[config.mk]
export PLATFORM = sky130hd
export DESIGN_NAME = inst_fetch
export DESIGN_NICKNAME = d
export VERILOG_FILES = /design/src/rtl/inst_fetch_pkg.sv /design/src/rtl/branch_hold_buf.sv /design/src/rtl/inst_fetch.sv
export SDC_FILE = /design/constraint.sdc
export NUM_CORES = 1
export LEC_CHECK = 0
export ABC_AREA = 0
export CAP_MARGIN = 10
export CORE_MARGIN = 2
export CORE_UTILIZATION = 45
export DETAILED_ROUTE_END_ITERATION = 16
export PLACE_DENSITY = 0.81
export SYNTH_ARGS = -nofsm -noshare
export SYNTH_HDL_FRONTEND = slang
export SYNTH_SLANG_ARGS = --single-unit
[constraint.sdc]
create_clock -name clk -period 2.6 [get_ports clk]
set_input_delay 0.65 -clock clk [delete_from_list [all_inputs] [get_ports clk]]
set_output_delay 0.65 -clock clk [all_outputs]
set_load 0.05 [all_outputs]
[src/rtl/inst_fetch_pkg.sv]
// rtl/inst_fetch_pkg.sv - shared widths, stall encoding and reset vector for the fetch stage
package inst_fetch_pkg;

  localparam int STALL_BUS_W = 6;
  localparam logic STOP = 1'b1;
  localparam int BR_WD = 33;

  // The fetch/decode bus gains an address-error flag bit when the check is built in.
`ifdef INST_FETCH_ADEL_EN
  localparam int IF_TO_ID_WD = 34;
`else
  localparam int IF_TO_ID_WD = 33;
`endif

  localparam logic [31:0] RESET_VECTOR_DEFAULT = 32'hBFC0_0000;
  localparam logic [31:0] PC_STEP_DEFAULT = 32'd4;

  typedef enum logic {
    FS_RESET = 1'b0,
    FS_RUN   = 1'b1
  } fetch_state_e;

endpackage

[src/rtl/branch_hold_buf.sv]
// rtl/branch_hold_buf.sv - keeps a branch target seen while fetch is stalled and
// merges it with the live branch into one redirect request.
module branch_hold_buf (
  input  logic        clk,
  input  logic        rst,
  input  logic        i_stall_pc,
  input  logic        i_br_e,
  input  logic [31:0] i_br_addr,
  output logic        o_redirect_e,
  output logic [31:0] o_redirect_addr
);

  logic        r_hold_valid;
  logic [31:0] r_hold_addr;

  // Newest branch during a stall wins; any unstalled cycle consumes or drops the hold.
  always_ff @(posedge clk) begin
    if (rst) begin
      r_hold_valid <= 1'b0;
      r_hold_addr  <= 32'b0;
    end else if (!i_stall_pc) begin
      r_hold_valid <= 1'b0;
    end else if (i_br_e) begin
      r_hold_valid <= 1'b1;
      r_hold_addr  <= i_br_addr;
    end
  end

  assign o_redirect_e    = i_br_e | r_hold_valid;
  assign o_redirect_addr = i_br_e ? i_br_addr : r_hold_addr;

endmodule

[src/rtl/inst_fetch.sv]
// rtl/inst_fetch.sv - MIPS IF stage: PC register, instruction SRAM request, fetch/decode bus.
// Optional misaligned-fetch flag on the bus when INST_FETCH_ADEL_EN is defined.
module inst_fetch
  import inst_fetch_pkg::*;
#(
  parameter logic [31:0] RESET_VECTOR = RESET_VECTOR_DEFAULT,
  parameter logic [31:0] PC_STEP      = PC_STEP_DEFAULT
) (
  input  logic                   clk,
  input  logic                   rst,
  input  logic [STALL_BUS_W-1:0] stall,
  input  logic [BR_WD-1:0]       br_bus,
  output logic [IF_TO_ID_WD-1:0] if_to_id_bus,
  output logic                   inst_sram_en,
  output logic [3:0]             inst_sram_wen,
  output logic [31:0]            inst_sram_addr,
  output logic [31:0]            inst_sram_wdata
);

  fetch_state_e r_state;
  fetch_state_e w_state_next;
  logic [31:0]  r_pc;
  logic [31:0]  w_next_pc;
  logic [31:0]  w_redirect_addr;
  logic         w_redirect_e;
  logic         w_stall_pc;
  logic         w_ce;
  logic         w_unused_stall;

  assign w_stall_pc     = (stall[0] == STOP);
  assign w_unused_stall = ^stall[STALL_BUS_W-1:1];

  branch_hold_buf u_branch_hold_buf (
    .clk             (clk),
    .rst             (rst),
    .i_stall_pc      (w_stall_pc),
    .i_br_e          (br_bus[32]),
    .i_br_addr       (br_bus[31:0]),
    .o_redirect_e    (w_redirect_e),
    .o_redirect_addr (w_redirect_addr)
  );

  assign w_next_pc = w_redirect_e ? w_redirect_addr : (r_pc + PC_STEP);

  // Reset one step behind the vector so the first unstalled edge lands on it.
  always_ff @(posedge clk) begin
    if (rst) begin
      r_pc <= RESET_VECTOR - PC_STEP;
    end else if (!w_stall_pc) begin
      r_pc <= w_next_pc;
    end
  end

  always_ff @(posedge clk) begin
    if (rst) begin
      r_state <= FS_RESET;
    end else begin
      r_state <= w_state_next;
    end
  end

  always_comb begin
    w_state_next = r_state;
    w_ce         = 1'b0;
    case (r_state)
      FS_RESET: begin
        if (!w_stall_pc) begin
          w_state_next = FS_RUN;
        end
      end
      FS_RUN: begin
        w_ce = 1'b1;
      end
      default: w_state_next = FS_RESET;
    endcase
  end

`ifdef INST_FETCH_ADEL_EN
  logic w_adel;
  assign w_adel       = w_ce & (r_pc[1:0] != 2'b00);
  assign inst_sram_en = w_ce & ~w_adel;
  assign if_to_id_bus = {w_adel, w_ce, r_pc};
`else
  assign inst_sram_en = w_ce;
  assign if_to_id_bus = {w_ce, r_pc};
`endif

  assign inst_sram_addr  = r_pc;
  assign inst_sram_wen   = 4'b0;
  assign inst_sram_wdata = 32'b0;

endmodule

# Word level (Yosys, flattened, before mapping)
# Cells that the tools add are included.
dict set report op_classes {
  add_sub_neg 1
  mul 0
  n_div 0
  n_lt_le_gt_ge 0
  eq_ne 0
  shifts 0
  mux 5
  bitwise 2
  reduce_logical 1
}
# op count
set ops {}
lappend ops {{$mux 32} 2}
lappend ops {{$add 32x3->32 const B} 1}
lappend ops {{$mux 1} 3}
lappend ops {{$reduce_or 2->1} 1}
lappend ops {{$not 1->1} 1}
lappend ops {{$or 1x1->1} 1}
dict set report totals {
  reg_bits 66
  latchBits 0
  mem_bits_rw 0
  romBits 0
  in_bits 41
  out_inout_bits 102
  word_cells 13
  n_memories 0
}

# Logic depth before layout (Yosys ltp)
dict set report logic_depth {
  word_depth 2
  ltp_mapped 7
  mapped_depth_nobuf 6
}

# Modules after synthesis
# Synthesis repeated with hierarchy kept, for this count alone.
dict set report unflattened {
  cells_unflattened 523
  area_unflattened_um2 4431.8
}
# module instances cells_per_inst area_per_inst_um2 seq_area_each_um2
set by_module_without_submodules {}
lappend by_module_without_submodules {inst_fetch 1 338 2572.5 660.6}
lappend by_module_without_submodules {branch_hold_buf 1 185 1859.3 660.6}

# Least setup slack after synthesis
# Ideal clock, no wire load.
dict set report synth_path {
  path_type {reg-to-reg}
  start {reg r_pc[2] (netlist: inst_sram_addr[2])}
  end {reg r_pc[30] (netlist: inst_sram_addr[30])}
  setup_time_ps 74
  arrival_time_ps 2479
  required_time_ps 2526
  path_slack_ps 46
  stages_incl_launch_ff 7
  n_path_buf 0
  synth_period_minus_slack_ps 2554
  cell_sequence {dfxtp_1 ha_1 and4_1 nand2_4 or4_4 or4_1 a31oi_1}
}
dict set report synth_via {
  elab_chain_len 2
}
# element line_no
set synth_lines {}
lappend synth_lines {{start, declared} inst_fetch.sv:22} ;# logic [31:0] r_pc;
lappend synth_lines {{start signal, assigned} inst_fetch.sv:48} ;# r_pc <= RESET_VECTOR - PC_STEP;
lappend synth_lines {{start signal, assigned} inst_fetch.sv:50} ;# r_pc <= w_next_pc;
lappend synth_lines {{$add 32x3->32} inst_fetch.sv:43} ;# assign w_next_pc = w_redirect_e ? w_redirect_addr : (r_pc + PC_STEP);
lappend synth_lines {{$mux 32} inst_fetch.sv:43}
# Every way passes these cells.
# A chain may end at the register's enable or synchronous reset.

# Final worst setup path
dict set report layout_path {
  start {reg r_pc[19] (netlist: inst_sram_addr[19])}
  end {out if_to_id_bus[19]}
}
# element line_no
set layout_rtl {}
lappend layout_rtl {{end, declared} inst_fetch.sv:13} ;# output logic [IF_TO_ID_WD-1:0] if_to_id_bus,
# No word-level cell between the ends.

==> impl_metrics.env <==
export IMPL_status="completed"
export IMPL_p_per_area_mw_per_mm2=649
export IMPL_postCtsHoldBufs=0
export IMPL_grt_pass1_wl_um=18600
export IMPL_die_w_um=97.8
export IMPL_post_cts_setup_buffers=0
export IMPL_r2r_end="inst_sram_addr[30]"
export IMPL_maxCapViolCount=0
export IMPL_wl_met3_um=889
export IMPL_yosys_warnings=0
export IMPL_synth_cell_types=52
export IMPL_setup_violations=0
export IMPL_fmax_ghz=0.412
export IMPL_p_sw_mw=1.21
export IMPL_cts_max_level=3
export IMPL_dr_pass1_iters=6
export IMPL_rr_worst_depth=6
export IMPL_vias=4015
export IMPL_fin_skew_ns=0.00548
export IMPL_drive_above_1_share=0.0763
export IMPL_slowest_delay_ns=0.88
export IMPL_r2r_start="inst_sram_addr[2]"
export IMPL_hold_viol=0
export IMPL_routed_wl_um=11400
export IMPL_dieArea_mm2=0.00957
export IMPL_place_inst=696
export IMPL_holdPathEnd="u_branch_hold_buf.r_hold_addr[15]"
export IMPL_grt_antenna_before_repair=0
export IMPL_syn_to_final_growth_pct=25.5
export IMPL_postSynthCellCount=532
export IMPL_synthesis_area_mm2=0.00396
export IMPL_root_buffer="clkbuf_8"
export IMPL_insertion_delay_ns=0.35
export IMPL_crit_slowest_cell="clkdlybuf4s50_1"
export IMPL_tightestPinTransition_ns=0.516
export IMPL_m1WireLength_um=4980
export IMPL_diodes=0
export IMPL_port_buffers=101
export IMPL_synthArstFlopShare=0
export IMPL_drc_errors=0
export IMPL_maxSlewViolCount=0
export IMPL_cp_required_ns=1.95
export IMPL_dp_hpwl_um=8230
export IMPL_post_route_period_util=0.934
export IMPL_cp_buffers_inverters=1
export IMPL_cts_made_buffers=9
export IMPL_path_class="flip-flop to output port"
export IMPL_syn_area_per_cell_um2=7.45
export IMPL_crit_family="buffers and inverters"
export IMPL_min_from="u_branch_hold_buf.r_hold_addr[15]"
export IMPL_crit_fanout=10
export IMPL_fin_cells=711
export IMPL_p_comb_frac=0.335
export IMPL_via_per_inst=5.65
export IMPL_sw_frac_of_total=0.376
export IMPL_rrSetupSlack_ns=0.26
export IMPL_clkSinkCount=66
export IMPL_die_h_um=97.8
export IMPL_cts_resized=0
export IMPL_sequentialPowerShare=0.359
export IMPL_dr_wl_met2_um=5340
export IMPL_gp_congestion=0.910
export IMPL_synth_seq_area_share=0.333
export IMPL_setup_tns_ns=0
export IMPL_holdPathStages=2
export IMPL_start_kind="flip-flop"
export IMPL_crit_arrival_ns=1.78
export IMPL_initial_core_util=0.459
export IMPL_ant_nets=0
export IMPL_cts_tree="built"
export IMPL_nNetsFinal=641
export IMPL_synth_edff_count=0
export IMPL_finalCriticalPeriod_ns=2.43
export IMPL_grt_setup_unrepaired="no"
export IMPL_fp_coreArea_mm2=0.00864
export IMPL_top_layer="met4"
export IMPL_grt_ovfl_total=0
export IMPL_p_leak_nw=1.98
export IMPL_ios=143
export IMPL_internal_power_mw=2.01
export IMPL_cts_buffer_depth=2
export IMPL_wl_per_cell_um=16.1
export IMPL_synth_seq_cells=66
export IMPL_drt_iter0_markers=479
export IMPL_vdd_ir_drop_worst_mv=0.301
export IMPL_crit_path_cell_trace="clkdlybuf4s50_1"
export IMPL_clkTransAtPathRegs_ns=0.07
export IMPL_relSlewSlack=0.655
export IMPL_synth_ff_type="dfxtp_1"
export IMPL_grt_max_degree=47
export IMPL_rows=34
export IMPL_grt_usage=0.237
export IMPL_grt_pass1_vias=3670
export IMPL_holdCritPathClass="flip-flop to flip-flop"
export IMPL_power_frac_clock=0.306
export IMPL_end_kind="output port"
-- area by class of cell --
class                      count  area [um^2]
clock buffer                  13          159
tap                          108          135
timing repair buffer         125         1180
multi-input combinational    391         2090
clock inverter                 2         60.1
sequential                    66         1320
inverter                       6         22.5
fill                         784         3660
-- power groups by stage --
stage | Sequential (mW) | Combinational (mW) | Clock [mW]
2_1_floorplan | 1.30 | 0.699 | 0
3_3_place_gp | 1.17 | 1.06 | 0
3_5_place_dp | 1.18 | 1.07 | 0
4_1_cts | 1.15 | 1.07 | 0.996
5_1_grt | 1.17 | 1.14 | 1.03
6_report | 1.16 | 1.08 | 0.988
-- flip-flops by register name (all words and copies together) (netlist names) --
register                        count
inst_sram_addr                     32
u_branch_hold_buf.r_hold_addr      32
u_branch_hold_buf.r_hold_valid      1
r_state                             1
-- worst register-to-register path: stages (launching register included) --
cell and delay [ns]:
dfxtp_1 0.35, ha_1 0.26, and4_1 0.35, nand2_4 0.12, or4_4 0.54, or4_1 0.48
a31oi_1 0.16
-- cells in the final DEF, fill, tap and decap left out, types with 6 or more instances in the layout --
cell type | netlist | layout
a211oi_1 | 10 | 10
a21oi_1 | 58 | 58
a31oi_1 | 6 | 6
and3_1 | 7 | 7
buf_4 | 69 | 24
clkbuf_8 | 0 | 11
clkdlybuf4s50_1 | 0 | 99
conb_1 | 1 | 36
dfxtp_1 | 66 | 66
mux2i_1 | 12 | 12
nand2_1 | 96 | 96
nand3_1 | 17 | 17
nand4_1 | 6 | 6
nor2_1 | 30 | 30
nor4_1 | 9 | 9
o21a_1 | 6 | 6
o21ai_0 | 25 | 25
o22ai_1 | 10 | 10
-- kinds of logic (layout without fill, tap and decap cells) --
logic type / count (synthesis) / after routing / share of synthesized area
simple gates: 194 / 194 / 0.230
other cells: 1 / 36 / 0.000946
buf+inv: 110 / 146 / 0.172
compound gates: 148 / 148 / 0.231
mux: 12 / 12 / 0.0303
fa+ha+maj: 1 / 1 / 0.00316
flops: 66 / 66 / 0.333
-- synth_stat cells, types with 3 or more instances --
cell type / count / area share
o31a_1: 5 / 0.011
nor3_1: 5 / 0.0063
o211ai_1: 5 / 0.0095
nand3_1: 17 / 0.021
inv_1: 5 / 0.0047
a31oi_1: 6 / 0.0095
o21ai_0: 25 / 0.032
a211oi_1: 10 / 0.019
and4_1: 4 / 0.0088
nand4_1: 6 / 0.0095
o21a_1: 6 / 0.011
mux2i_1: 12 / 0.030
o311ai_0: 5 / 0.011
and3_1: 7 / 0.011
o22ai_1: 10 / 0.016
o31ai_1: 3 / 0.0057
and2_1: 3 / 0.0047
nor2_1: 30 / 0.028
buf_4: 69 / 0.13
nor4_1: 9 / 0.014
a21oi_1: 58 / 0.073
or4_1: 3 / 0.0057
clkbuf_1: 27 / 0.026
nand2_1: 96 / 0.091
dfxtp_1: 66 / 0.33
buf_1: 6 / 0.0057
-- worst max-delay path by stage --
stage,startpoint,end,slack (ns),depth (start not counted)
floorplan,inst_sram_addr[2],inst_sram_addr[30],0.05,6
global placement,br_bus[32],inst_sram_addr[8],0.11,7
detailed placement,br_bus[32],inst_sram_addr[5],0.09,5
CTS,inst_sram_addr[19],if_to_id_bus[19],0.18,1
global route,inst_sram_addr[19],inst_sram_addr[19],0.12,1
finish,inst_sram_addr[19],if_to_id_bus[19],0.17,1
-- stage by stage --
step           area (um^2)  setup WS [ns]   util  hold slack, ns  power [mW]
3_3_place_gp          4750          0.108  0.550           0.439        2.23
5_1_grt               4970          0.125  0.576           0.473        3.34
3_5_place_dp          4750         0.0932  0.550           0.446        2.25
2_1_floorplan         4090         0.0464      -           0.433        2.00
4_1_cts               4970          0.176  0.576           0.456        3.22
6_report              4970          0.173  0.576           0.452        3.22
-- per-layer routing --
metal	GRT usage	vias to the layer above
li1	-	1914
met1	0.322	1887
met2	0.384	192
met3	0.0279	22
met4	0.0951	0
met5	0	-
Power figures use the tool's default switching activity.
